### src/rtl/judge_sel_mux_pkg.sv
// Shared definitions for the judge selector.
// - judge_state_e : selector FSM states (idle, settle/blanking, pass-through)
// - DefModeBase / DefWidth : default mode code of channel 0 and judge word width
// - clog2_min1 : ceil(log2(v)) clamped to at least 1, for sizing index/counter fields
package judge_sel_mux_pkg;

    typedef enum logic [1:0] {
        StIdle,
        StSettle,
        StPass
    } judge_state_e;

    localparam int unsigned DefModeBase = 3;
    localparam int unsigned DefWidth    = 16;

    function automatic int unsigned clog2_min1(input int unsigned v);
        return (v <= 2) ? 1 : $clog2(v);
    endfunction

endpackage

### src/rtl/judge_sel_mux_chan_sel.sv
// Combinational channel decode for the judge selector.
// Ports:
// - i_mode     : current game mode code
// - i_judge_in : packed judge words, channel k at [k*WIDTH +: WIDTH]
// - o_valid    : mode maps to an existing channel
// - o_ch       : channel index (mode - MODE_BASE), meaningful only when o_valid
// - o_word     : judge word of channel o_ch
module judge_sel_mux_chan_sel
    import judge_sel_mux_pkg::*;
#(
    parameter int unsigned NUM_CH    = 2,
    parameter int unsigned WIDTH     = DefWidth,
    parameter int unsigned MODE_W    = 4,
    parameter int unsigned MODE_BASE = DefModeBase,
    parameter int unsigned CH_W      = 1
) (
    input  logic [MODE_W-1:0]       i_mode,
    input  logic [NUM_CH*WIDTH-1:0] i_judge_in,
    output logic                    o_valid,
    output logic [CH_W-1:0]         o_ch,
    output logic [WIDTH-1:0]        o_word
);

    logic [31:0]       w_mode_ext;
    logic [MODE_W-1:0] w_diff;

    // Range check in 32 bits so MODE_BASE+NUM_CH cannot wrap inside MODE_W.
    assign w_mode_ext = 32'(i_mode);
    assign o_valid    = (w_mode_ext >= MODE_BASE) && (w_mode_ext < MODE_BASE + NUM_CH);
    assign w_diff     = i_mode - MODE_W'(MODE_BASE);
    assign o_ch       = w_diff[CH_W-1:0];

    always_comb begin
        o_word = '0;
        for (int unsigned k = 0; k < NUM_CH; k++) begin
            if (o_ch == CH_W'(k)) begin
                o_word = i_judge_in[k*WIDTH +: WIDTH];
            end
        end
    end

endmodule

### src/rtl/judge_sel_mux.sv
// Registered N-channel judge word selector with post-mode-change blanking.
// Ports:
// - i_clk, i_rst  : clock, synchronous active-high reset
// - i_mode        : game mode; MODE_BASE+k selects channel k, anything else idles
// - i_judge_in    : packed judge words, channel k at [k*WIDTH +: WIDTH]
// - i_hold        : freeze o_judge_out while passing through
// - o_judge_out   : registered selected judge word (0 while idle or settling)
// - o_judge_chg   : one-cycle pulse when o_judge_out changed on this edge
// - o_active      : high while passing a channel through
// - o_ch_idx      : registered selected channel index (0 when idle)
module judge_sel_mux
    import judge_sel_mux_pkg::*;
#(
    parameter int unsigned NUM_CH     = 2,
    parameter int unsigned WIDTH      = DefWidth,
    parameter int unsigned MODE_W     = 4,
    parameter int unsigned MODE_BASE  = DefModeBase,
    parameter int unsigned SETTLE_CYC = 2,
    localparam int unsigned CH_W      = clog2_min1(NUM_CH),
    localparam int unsigned CNT_W     = clog2_min1(SETTLE_CYC + 1)
) (
    input  logic                    i_clk,
    input  logic                    i_rst,
    input  logic [MODE_W-1:0]       i_mode,
    input  logic [NUM_CH*WIDTH-1:0] i_judge_in,
    input  logic                    i_hold,
    output logic [WIDTH-1:0]        o_judge_out,
    output logic                    o_judge_chg,
    output logic                    o_active,
    output logic [CH_W-1:0]         o_ch_idx
);

    judge_state_e      r_state, w_state_d;
    logic [CNT_W-1:0]  r_cnt, w_cnt_d;
    logic [MODE_W-1:0] r_mode_q;
    logic [WIDTH-1:0]  r_judge_out, w_judge_d;
    logic [CH_W-1:0]   r_ch_idx, w_ch_d;
    logic              r_judge_chg, r_active;

    logic              w_valid;
    logic [CH_W-1:0]   w_ch;
    logic [WIDTH-1:0]  w_word;

    judge_sel_mux_chan_sel #(
        .NUM_CH    (NUM_CH),
        .WIDTH     (WIDTH),
        .MODE_W    (MODE_W),
        .MODE_BASE (MODE_BASE),
        .CH_W      (CH_W)
    ) u_chan_sel (
        .i_mode     (i_mode),
        .i_judge_in (i_judge_in),
        .o_valid    (w_valid),
        .o_ch       (w_ch),
        .o_word     (w_word)
    );

    always_comb begin
        w_state_d = r_state;
        w_cnt_d   = r_cnt;
        w_judge_d = r_judge_out;
        w_ch_d    = r_ch_idx;
        if (!w_valid) begin
            w_state_d = StIdle;
            w_judge_d = '0;
            w_ch_d    = '0;
        end else if (r_state == StIdle || i_mode != r_mode_q) begin
            // Entry or mode change: (re)start the blanking window.
            w_ch_d = w_ch;
            if (SETTLE_CYC == 0) begin
                w_state_d = StPass;
                w_judge_d = w_word;
            end else begin
                w_state_d = StSettle;
                w_cnt_d   = CNT_W'(SETTLE_CYC - 1);
                w_judge_d = '0;
            end
        end else if (r_state == StSettle) begin
            if (r_cnt == '0) begin
                w_state_d = StPass;
                w_judge_d = w_word;
            end else begin
                w_cnt_d   = r_cnt - CNT_W'(1);
                w_judge_d = '0;
            end
        end else if (!i_hold) begin
            w_judge_d = w_word;
        end
    end

    always_ff @(posedge i_clk) begin
        if (i_rst) begin
            r_state     <= StIdle;
            r_cnt       <= '0;
            r_mode_q    <= '0;
            r_judge_out <= '0;
            r_judge_chg <= 1'b0;
            r_active    <= 1'b0;
            r_ch_idx    <= '0;
        end else begin
            r_state     <= w_state_d;
            r_cnt       <= w_cnt_d;
            r_mode_q    <= i_mode;
            r_judge_out <= w_judge_d;
            r_judge_chg <= (w_judge_d != r_judge_out);
            r_active    <= (w_state_d == StPass);
            r_ch_idx    <= w_ch_d;
        end
    end

    assign o_judge_out = r_judge_out;
    assign o_judge_chg = r_judge_chg;
    assign o_active    = r_active;
    assign o_ch_idx    = r_ch_idx;

endmodule

### config.mk
export PLATFORM = sky130hd
export DESIGN_NAME = judge_sel_mux
export DESIGN_NICKNAME = d
export VERILOG_FILES = /design/src/rtl/judge_sel_mux_pkg.sv /design/src/rtl/judge_sel_mux_chan_sel.sv /design/src/rtl/judge_sel_mux.sv
export SDC_FILE = /design/constraint.sdc
export NUM_CORES = 1
export LEC_CHECK = 0
export BUFFER_PORTS_ARGS = -buffer_cell sky130_fd_sc_hd__buf_2
export CAP_MARGIN = 0
export CORE_UTILIZATION = 50
export DETAILED_ROUTE_END_ITERATION = 7
export GPL_ROUTABILITY_DRIVEN = 0
export PLACE_DENSITY = 0.8
export SKIP_LAST_GASP = 1
export SYNTH_ARGS = -nofsm -noshare
export SYNTH_HDL_FRONTEND = slang
export SYNTH_SLANG_ARGS = --single-unit
### constraint.sdc
create_clock -name i_clk -period 2.4 [get_ports i_clk]
set_input_delay 0.12 -clock i_clk [delete_from_list [all_inputs] [get_ports i_clk]]
set_output_delay 0.12 -clock i_clk [all_outputs]
set_load 0.005 [all_outputs]
==> summary.md <==
| Metric | Value |
|---|---|
| Post-synth ARST share | `0%` |
| Switching part of the total | `28.10%` |
| Post-DRT Antenna Nets | `0` |
| Final #Nets | `297` |
| DP HPWL | `3279 um` |
| Die Y | `60.25 um` |
| Fin. max-slew vios | `0` |
| Cells resized by post-CTS repair | `0` |
| CTS tree | `yes` |
| Leakage | `0.8601 nW` |
| Clk buf depth | `2` |
| GR Overflow Total | `0` |
| Clock latency on the worst-skew pair | `330 ps` |
| Synth area leaders | `dfxtp_1 32%, nor2_1 7.1%, a21oi_1 6.2%` |
| Comb pwr share | `20.4%` |
| Max Clock Freq | `453.7 MHz` |
| CTS root buffer | `clkbuf_4` |
| DP Cell Count | `296` |
| Mapped Area | `1697 um^2` |
| Ratio of cells with drive above 1 in the final layout | `31.64%` |
| Combinational family with the most area after synthesis | `compound AO/OA/AOI/OAI gates` |
| R2R Path Start | `r_cnt[0]$_SDFFE_PP0P_` |
| Vias per Instance | `5.717` |
| Final setup fails | `0` |
| Pin count of the biggest net entering global routing | `17` |
| DR WL/cell | `14.11 um` |
| Vias | `1,715` |
| CP Capture Type | `register` |
| Dominant synthesized flop cell | `dfxtp_1` |
| First-pass GRT wire length | `7038 um` |
| Adder-Cell Fraction of Synth Area | `0.7375%` |
| Slew Limit Headroom | `63.15%` |
| NetSw | `0.0002338 W` |
| Worst path slowest cell | `nor3b_1` |
| Sequential power share | `55.0%` |
| Post-synthesis mux area share | `10.84%` |
| Setup TNS | `0 ps` |
| Post-synth EDFFs | `0` |
| Port Buffers | `57` |
| Multi-input logic area | `1059 um^2` |
| Crit path largest cell delay | `480 ps` |
| Drt pass-1 iters | `4` |
| CP Class | `register to register` |
| Hold Vio Cnt, Final | `0` |
| Max_cap viols | `0` |
| Unrepaired setup endpoints after global routing | `no` |
| Chip width | `60.25 um` |
| Synth Area in Simple Gates | `20.43%` |
| Min-Delay Startpoint | `i_mode[2]` |
| Outcome | `finished clean` |
| Least-Margin Pin Slew | `551.6 ps` |
| CP Cell Sequence | `inv_1 > ha_1 > nor3b_1 > a21oi_1 > nand2_1 > o311ai_1 > nor4_1 > a41oi_1` |
| R2R Setup Slk | `200 ps` |
| #FFs+latches synth | `27` |
| CTS Buf Count | `3` |
| Yosys top cell by area | `dfxtp_1` |
| Post-synthesis xor/xnor area fraction | `2.581%` |
| Part of the cycle the worst path needs | `91.84%` |
| Crit path required time | `2620 ps` |
| Internal power | `0.0005984 W` |
| Antenna cell count | `0` |
| Syn Nets | `238` |
| Rows | `20` |
| Ports | `58` |
| DRC viols | `0` |
| GRT Total Usage | `25.47%` |
| Seq/Total Area, Yosys | `31.86%` |
| Area delta synth->final | `20.06%` |
| Clock power share | `24.6%` |
| Clk slew on worst S/H paths | `150 ps` |
| Vias in the first global route | `1,570` |
| Synth unique cells | `50` |
| Hold buffer count at cts | `0` |
| Setup Skew | `3.285 ps` |
| Compound-Gate Fraction of Synth Area | `27.65%` |
| Peak VDD IR | `195.9 uV` |
| Die area | `3630 um^2` |
| Crit Path Max Fanout | `6` |
| CTS Sinks | `27` |
| Synth top area share | `31.86%` |
| FF+latch area | `540.5 um^2` |
| Routed wire length | `4234 um` |
| Critical path launch point type | `register` |
| Finished Layout Cells | `300` |
| PwrDens | `408.6 nW/um^2` |
| Mean Syn Cell Area | `8.569 um^2` |
| Post-CTS setup buffers | `0` |
| Final min period | `2204 ps` |
| Drt initial violations | `100` |
| Synth Instances | `198` |
| Hold crit path type | `primary input to register` |
| Initial antenna violation count | `0` |
| Core Footprint | `3128 um^2` |
| Fillers | `281` |
| Initial Util | `54.24%` |
| CP arrival | `2420 ps` |
| Yosys synthesis warning count | `0` |
| Critical path origin | `r_cnt[0]$_SDFFE_PP0P_` |
| H-tree depth | `1` |
worst max-delay path: cells and delay by family, from the launching register on:
family	cells	cell delay, ps
AO/OA/AOI/OAI	3	470
AND/OR/NAND/NOR	3	920
adder cells (fa/ha/maj)	1	240
flip-flops	1	400
buffers and inverters	1	60
stage by stage:
| stage | hold WS (ps) | instance area [um^2] | power [W] | setup slack, ps | utilization [%] |
|---|---|---|---|---|---|
| finish | 58.56 | 2037 | 0.0008323 | 195.8 | 65.12 |
| global route | 44.64 | 2037 | 0.0008752 | 18.91 | 65.12 |
| CTS | 53.98 | 2034 | 0.0008363 | 175.1 | 65.04 |
| detailed placement | 403.8 | 2004 | 0.0006354 | 201.9 | 64.08 |
| global placement | 393.5 | 2004 | 0.0006336 | 302.4 | 64.08 |
| floorplan | 191.6 | 1697 | 0.0005820 | 534.5 | - |
layout by cell type, fill, tap and decap left out, drive strengths merged, types with 2 or more instances in the layout:
master / instances
o22ai: 3
a41oi: 2
o2bb2ai: 4
buf: 62
nor4: 3
nor2b: 5
nor2: 32
o221ai: 2
mux2i: 9
mux2: 8
o31a: 2
o21ai: 10
xnor2: 4
o211ai: 2
nand3: 4
nor4b: 2
nor3: 3
a21oi: 21
clkbuf: 3
nand2b: 4
nand2: 10
dfxtp: 27
inv: 8
a22oi: 6
cells by family after synthesis:
family / after synthesis
flip-flops: 27
multiplexers: 17
adder cells (fa/ha/maj): 1
AO/OA/AOI/OAI: 63
AND/OR/NAND/NOR: 69
XOR/XNOR: 5
buffers and inverters: 16
state kept, by name, summed over array words and instances, names as in the netlist:
signal       cells
o_judge_out     16
o_judge_chg      1
r_mode_q         4
r_cnt            2
r_state          2
o_active         1
o_ch_idx         1
path summary, 6_finish.rpt:
path	endpoint	cells past startpoint
worst max-delay path	o_judge_chg$_SDFF_PP0_	8
worst min register to register	o_judge_out[12]$_SDFF_PP0_	2
worst min-delay path	r_mode_q[2]$_SDFF_PP0_	2
worst max register to register	o_judge_chg$_SDFF_PP0_	8
final cells by class:
class	instances	share of cell area (%)
multi-input combinational	155	51.97
sequential	27	26.54
timing repair buffer	62	15.85
tap	44	2.703
inverter	8	1.474
clock buffer	3	1.106
clock inverter	1	0.3686
synth_stat cells, types with 2 or more instances:
master and number:
xnor2_1 4, o2bb2ai_1 4, buf_2 2, nand2_1 10, nand2b_1 4, o31a_1 2, a22oi_1 6, o221ai_2 2
a21oi_1 21, nor4b_2 2, o22ai_1 3, dfxtp_1 27, mux2_1 2, mux2_2 5, nor2_1 32, nor2b_1 5
mux2i_1 9, nor3_1 3, o21ai_0 7, nor4_1 3, buf_6 5, inv_1 8, nand3_1 4, a41oi_1 2
power by group through the flow:
stage | Combinational, W | Sequential [W] | Clock [W]
after CTS | 0.000170 | 0.000458 | 0.000209
after floorplan | 0.000116 | 0.000466 | 0
after global routing | 0.000187 | 0.000458 | 0.000230
after detailed placement | 0.000168 | 0.000467 | 0
after global placement | 0.000167 | 0.000467 | 0
final | 0.000170 | 0.000458 | 0.000204
per-layer routing:
metal  vias to the layer above  GRT usage (%)  routed length, um
met5                         -              0                  0
met2                        75          42.23               1983
li1                        845              -                  -
met3                         6          3.463                287
met1                       789          33.81               1911
met4                         0          7.973                 52
(Power assumes the default switching activity.)
